## config.mk

```make
export PLATFORM = sky130hd
export DESIGN_NAME = hazard_scoreboard
export DESIGN_NICKNAME = d
export VERILOG_FILES = /design/src/rtl/core_pkg.sv /design/src/rtl/scoreboard_entry.sv /design/src/rtl/hazard_scoreboard.sv
export SDC_FILE = /design/constraint.sdc
export NUM_CORES = 1
export LEC_CHECK = 0
export CAP_MARGIN = 40
export CORE_AREA = 2 2 112 114
export CTS_CLUSTER_SIZE = 14
export DETAILED_ROUTE_END_ITERATION = 10
export DIE_AREA = 0 0 114 116
export PLACE_DENSITY = 0.85
export SLEW_MARGIN = 20
export SYNTH_ARGS = -nofsm -noshare
export SYNTH_HDL_FRONTEND = slang
export SYNTH_SLANG_ARGS = --single-unit
```

## constraint.sdc

```tcl
create_clock -name clock -period 4.86 [get_ports clock]
set_input_delay 1.458 -clock clock [delete_from_list [all_inputs] [get_ports clock]]
set_output_delay 1.458 -clock clock [all_outputs]
set_load 0.1 [all_outputs]
```

## src/rtl/core_pkg.sv

```systemverilog
// Shared core definitions: RV32I opcodes, branch FSM states, default latencies
// and source-operand decode helpers for the ID-stage hazard unit.
package core_pkg;

    localparam logic [6:0] OP_R    = 7'b0110011;
    localparam logic [6:0] OP_S    = 7'b0100011;
    localparam logic [6:0] OP_SB   = 7'b1100011;
    localparam logic [6:0] OP_LOAD = 7'b0000011;
    localparam logic [6:0] OP_IALU = 7'b0010011;
    localparam logic [6:0] OP_JALR = 7'b1100111;

    localparam int WB_LAT_DEF = 3;
    localparam int BR_LAT_DEF = 2;

    typedef enum logic [1:0] {
        IDLE    = 2'd0,
        BR_WAIT = 2'd1,
        BR_DONE = 2'd2
    } br_state_t;

    function automatic logic uses_rs1(input logic [6:0] op);
        case (op)
            OP_R, OP_S, OP_SB, OP_LOAD, OP_IALU, OP_JALR: uses_rs1 = 1'b1;
            default:                                      uses_rs1 = 1'b0;
        endcase
    endfunction

    function automatic logic uses_rs2(input logic [6:0] op);
        case (op)
            OP_R, OP_S, OP_SB: uses_rs2 = 1'b1;
            default:           uses_rs2 = 1'b0;
        endcase
    endfunction

endpackage

```

## src/rtl/scoreboard_entry.sv

```systemverilog
// One architectural register's pending-write countdown (plus load tag when
// HAZARD_FORWARDING_EN is defined).
module scoreboard_entry #(
    parameter int WB_LAT = 3,
    parameter int CNT_W  = 3
) (
    input  logic clock,
    input  logic reset,
    input  logic i_load,
    input  logic i_is_load,
    output logic o_busy,
    output logic o_blocked
);

    logic [CNT_W-1:0] r_cnt;

    // Reload on issue takes priority over the saturating countdown
    always_ff @(posedge clock or negedge reset) begin
        if (!reset) begin
            r_cnt <= {CNT_W{1'b0}};
        end else if (i_load) begin
            r_cnt <= CNT_W'(WB_LAT);
        end else if (r_cnt != {CNT_W{1'b0}}) begin
            r_cnt <= r_cnt - CNT_W'(1);
        end else begin
            r_cnt <= r_cnt;
        end
    end

    assign o_busy = (r_cnt != {CNT_W{1'b0}});

`ifdef HAZARD_FORWARDING_EN
    logic r_is_load;

    // Track whether the outstanding write comes from a load
    always_ff @(posedge clock or negedge reset) begin
        if (!reset) begin
            r_is_load <= 1'b0;
        end else if (i_load) begin
            r_is_load <= i_is_load;
        end else begin
            r_is_load <= r_is_load;
        end
    end

    // Only the load-use slot cannot be bypassed
    assign o_blocked = r_is_load & (r_cnt == CNT_W'(WB_LAT));
`else
    logic w_unused_is_load;
    assign w_unused_is_load = i_is_load;
    assign o_blocked        = o_busy;
`endif

endmodule

```

## src/rtl/hazard_scoreboard.sv

```systemverilog
// ID-stage hazard unit: per-register countdown scoreboard and branch-resolution
// FSM. Define HAZARD_FORWARDING_EN to reduce stalls to load-use only.
module hazard_scoreboard
    import core_pkg::*;
#(
    parameter int NREG   = 32,
    parameter int REG_W  = 5,
    parameter int WB_LAT = WB_LAT_DEF,
    parameter int BR_LAT = BR_LAT_DEF,
    parameter int CNT_W  = 3
) (
    input  logic             clock,
    input  logic             reset,
    input  logic             id_valid,
    input  logic [6:0]       opcode,
    input  logic [REG_W-1:0] rs1,
    input  logic [REG_W-1:0] rs2,
    input  logic [REG_W-1:0] rd,
    input  logic             rd_we,
    input  logic             branch_taken,
    output logic             pc_load,
    output logic             if_id_load,
    output logic             id_ex_bubble,
    output logic             if_id_flush,
    output logic [NREG-1:0]  busy
);

    br_state_t        r_state;
    logic [CNT_W-1:0] r_br_cnt;
    logic             r_taken_q;

    logic [NREG-1:0]  w_blocked;
    logic [NREG-1:0]  w_busy;
    logic             w_data_hazard;
    logic             w_issue;
    logic             w_is_load_op;

    assign w_blocked[0] = 1'b0;
    assign w_busy[0]    = 1'b0;
    assign w_is_load_op = (opcode == OP_LOAD);

    for (genvar g = 1; g < NREG; g++) begin : g_entry
        logic w_load;
        assign w_load = w_issue & rd_we & (rd == REG_W'(g));
        scoreboard_entry #(
            .WB_LAT (WB_LAT),
            .CNT_W  (CNT_W)
        ) u_entry (
            .clock     (clock),
            .reset     (reset),
            .i_load    (w_load),
            .i_is_load (w_is_load_op),
            .o_busy    (w_busy[g]),
            .o_blocked (w_blocked[g])
        );
    end

    assign w_data_hazard = id_valid &
                           ((uses_rs1(opcode) & w_blocked[rs1]) |
                            (uses_rs2(opcode) & w_blocked[rs2]));
    assign w_issue = id_valid & ~w_data_hazard & (r_state == IDLE);
    assign busy    = w_busy;

    // Branch-resolution FSM: wait BR_LAT cycles, latch the outcome, then flush
    always_ff @(posedge clock or negedge reset) begin
        if (!reset) begin
            r_state   <= IDLE;
            r_br_cnt  <= {CNT_W{1'b0}};
            r_taken_q <= 1'b0;
        end else begin
            case (r_state)
                IDLE: begin
                    if (w_issue && (opcode == OP_SB)) begin
                        r_state  <= BR_WAIT;
                        r_br_cnt <= CNT_W'(BR_LAT - 1);
                    end else begin
                        r_state <= IDLE;
                    end
                end
                BR_WAIT: begin
                    if (r_br_cnt == {CNT_W{1'b0}}) begin
                        r_taken_q <= branch_taken;
                        r_state   <= BR_DONE;
                    end else begin
                        r_br_cnt <= r_br_cnt - CNT_W'(1);
                    end
                end
                BR_DONE: r_state <= IDLE;
                default: r_state <= IDLE;
            endcase
        end
    end

    // Pipeline control decode from FSM state and current hazard
    always_comb begin
        pc_load      = 1'b1;
        if_id_load   = 1'b1;
        id_ex_bubble = 1'b0;
        if_id_flush  = 1'b0;
        case (r_state)
            IDLE: begin
                pc_load      = ~w_data_hazard;
                if_id_load   = ~w_data_hazard;
                id_ex_bubble = w_data_hazard;
            end
            BR_WAIT: begin
                if (r_br_cnt == {CNT_W{1'b0}}) begin
                    pc_load = 1'b1;
                end else begin
                    pc_load = 1'b0;
                end
                if_id_load   = 1'b0;
                id_ex_bubble = 1'b1;
            end
            BR_DONE: begin
                id_ex_bubble = 1'b1;
                if_id_flush  = r_taken_q;
            end
            default: begin
                pc_load      = 1'b1;
                if_id_load   = 1'b1;
                id_ex_bubble = 1'b0;
                if_id_flush  = 1'b0;
            end
        endcase
    end

endmodule

```

==> impl_metrics.json <==
{
  "viasPerCell": 5.92,
  "die_y_um": 116,
  "start_util": 0.570,
  "ys_dominant_reg_cell": "dfrtp_1",
  "synth_seq_cells": 99,
  "maxSlewHeadroom": 0.502,
  "syn-cell-area_mm2": 0.00679,
  "worstSkewPairLatency_ps": 360,
  "arrival_ps": 3330,
  "synth_most_common_cell": "dfrtp_1",
  "synth_cell_types": 61,
  "post_route_cells_drive_above_1_share": 0.176,
  "grt_max_degree": 56,
  "design_area_mm2": 0.00847,
  "ios": 63,
  "worst_pin_slew_ps": 747,
  "postSynthNetCount": 834,
  "rrSetupSlack_ps": 1370,
  "numCtsBuffers": 9,
  "ys_async_sr_fraction": 1.00,
  "cts_sinks": 99,
  "vias": 5726,
  "clkTransAtPathRegs_ps": 70,
  "ant_nets": 0,
  "cts_tree": "yes",
  "grt_pass1_vias": 5809,
  "hp-class": "flop to flop",
  "coreArea_mm2": 0.0119,
  "clock_skew_ps": 7.69,
  "area_growth_pct": 24.6,
  "clockRootBuffer": "clkbuf_16",
  "worstPathMaxFanout": 3,
  "yosys-top-cells-area": "dfrtp_1, ha_1, o21ai_0",
  "dp_hpwl_um": 13000,
  "clk_path_buf_depth": 2,
  "avgSynthCellArea_um2": 9.19,
  "grt_use_total": 0.279,
  "finalWirelength_um": 18100,
  "diodes": 0,
  "antenna_found_initial": 0,
  "netlist_instances": 739,
  "io_buffers": 61,
  "yosysSeqAreaShare": 0.365,
  "yosys_warnings": 0,
  "worstSetupEndpointType": "output pin",
  "hold_violations": 0,
  "crit_type": "input pin to output pin",
  "dieWidth_um": 114,
  "critPathRequiredTime_ps": 3400,
  "wl_per_cell_um": 18.7,
  "std_cell_rows": 40,
  "slew_viol_final": 0,
  "placed_area_mm2": 0.00797,
  "synth_top_area_cell": "dfrtp_1",
  "leakage_nw": 3.93,
  "outcome": "complete, no violations",
  "fin_crit_sh": 0.986,
  "crit_path_start_kind": "input pin",
  "fmax_mhz": 209,
  "peakVddDrop_mv": 0.627,
  "overflow": 0,
  "power_density_mw_per_mm2": 698,
  "cts-htree-levels": 3,
  "drc": 0,
  "synth_common_cells": "dfrtp_1, inv_1, o21ai_0",
  "synth_top_area_frac": 0.365,
  "setup_violations": 0,
  "grt_pass1_wl_um": 28400,
  "drtIter0Drc": 464,
  "whs_ps": 507,
  "cap_viol_max_count": 0,
  "synth-edff-count": 0,
  "gp_congestion": 1.00,
  "fp.dieArea_mm2": 0.0132,
  "final_nets": 911,
  "firstDrtPassIters": 5,
  "min_period_ps": 4790
}
[per-stage QoR]
stage / util / setup WS (ps) / instances / total power, W / setup TNS (ps)
after detailed placement: 0.669 / -404 / 944 / 0.00508 / -1110
after floorplan: - / -389 / 739 / 0.00413 / -389
after CTS: 0.704 / 2.38 / 964 / 0.00588 / 0
after global placement: 0.628 / -403 / 912 / 0.00448 / -1110
final: 0.711 / 68.8 / 967 / 0.00591 / 0
after global routing: 0.711 / -23.5 / 967 / 0.00632 / -31.0
[power by group]
part / switching, W / total [W] / internal [W] / leakage (nW)
Combinational: 0.00217 / 0.00366 / 0.00148 / 2.61
Clock: 0.000308 / 0.000731 / 0.000423 / 0.144
Sequential: 0.000265 / 0.00152 / 0.00126 / 1.17
[critical path, cell delays in order]
cell and delay (ps):
buf_4 140, inv_2 80, mux4_2 520, mux2i_1 170, o22a_1 220, nand4bb_1 120
buf_6 150, a31oi_4 130, nand2b_4 170, buf_12 170
[timing repair]
item,4_1_cts,5_1_grt
resized for setup,54,33
buffers inserted,5,4
setup endpoints to repair,3,3
hold buffers,0,0
pin swaps,17,17
[state kept, by name, indices dropped and copies added (netlist names)]
signal	cells
g_entry.u_entry.r_cnt	93
r_taken_q	1
r_br_cnt	3
r_state	2
[placed cells by master, fill, tap and decap left out, types with 3 or more instances in the layout]
master / instances
o21ai_1: 17
nor2b_1: 14
buf_6: 8
nand3b_1: 7
nand3_1: 7
nor2b_2: 3
buf_12: 4
dfrtp_1: 99
buf_4: 29
nand2b_1: 29
ha_1: 68
buf_8: 33
clkbuf_2: 6
nor3b_1: 5
or3_1: 3
o22a_1: 4
dlygate4sd2_1: 4
nand2_1: 46
xnor2_1: 31
mux4_2: 6
inv_2: 3
a21oi_1: 26
mux2_2: 7
or3b_4: 3
o21a_1: 5
clkdlybuf4s50_1: 41
nor3_1: 7
nand4_1: 5
mux2i_1: 24
nor2_1: 38
o21ai_0: 75
o211ai_1: 3
a31oi_1: 6
clkbuf_16: 9
inv_1: 77
[path summary, 6_finish.rpt]
check	startpoint	endpoint	cells past startpoint
max in group asynchronous	reset	g_entry[3].u_entry.r_cnt[2]$_DFFE_PN0P_	2
hold reg to reg	g_entry[18].u_entry.r_cnt[1]$_DFFE_PN0P_	g_entry[18].u_entry.r_cnt[1]$_DFFE_PN0P_	2
min in group asynchronous	reset	g_entry[20].u_entry.r_cnt[0]$_DFFE_PN0P_	1
setup / recovery	rs1[1]	pc_load	10
hold / removal	g_entry[18].u_entry.r_cnt[1]$_DFFE_PN0P_	g_entry[18].u_entry.r_cnt[1]$_DFFE_PN0P_	2
setup reg to reg	g_entry[12].u_entry.r_cnt[0]$_DFFE_PN0P_	g_entry[2].u_entry.r_cnt[2]$_DFFE_PN0P_	12
[final cells by class]
cell class / instances / area, µm²
fillers: 826 / 3450
flip-flops and latches: 99 / 2480
clock buffers: 11 / 253
repair buffers: 129 / 1410
inverters: 80 / 300
clock inverters: 4 / 50.0
well taps: 147 / 184
multi-input cells: 497 / 3790
[kinds of logic (layout without fill, tap and decap cells)]
kind of cell	after synthesis	in the layout	share of synthesized area
buf+inv	143	224	0.102
xor+xnor	31	31	0.0400
fa+ha+maj	68	68	0.125
other cells	1	1	0.000552
compound gates	165	165	0.142
simple gates	194	194	0.157
flops	99	99	0.365
mux	38	38	0.0683
[routing by layer]
layer  up-vias  GRT usage  wire (µm)
met4         0      0.135        554
li1       2633          -          -
met1      2823      0.335       7060
met2       222      0.492       9390
met5         -          0          0
met3        48     0.0424       1080
(Power assumes the default switching activity.)
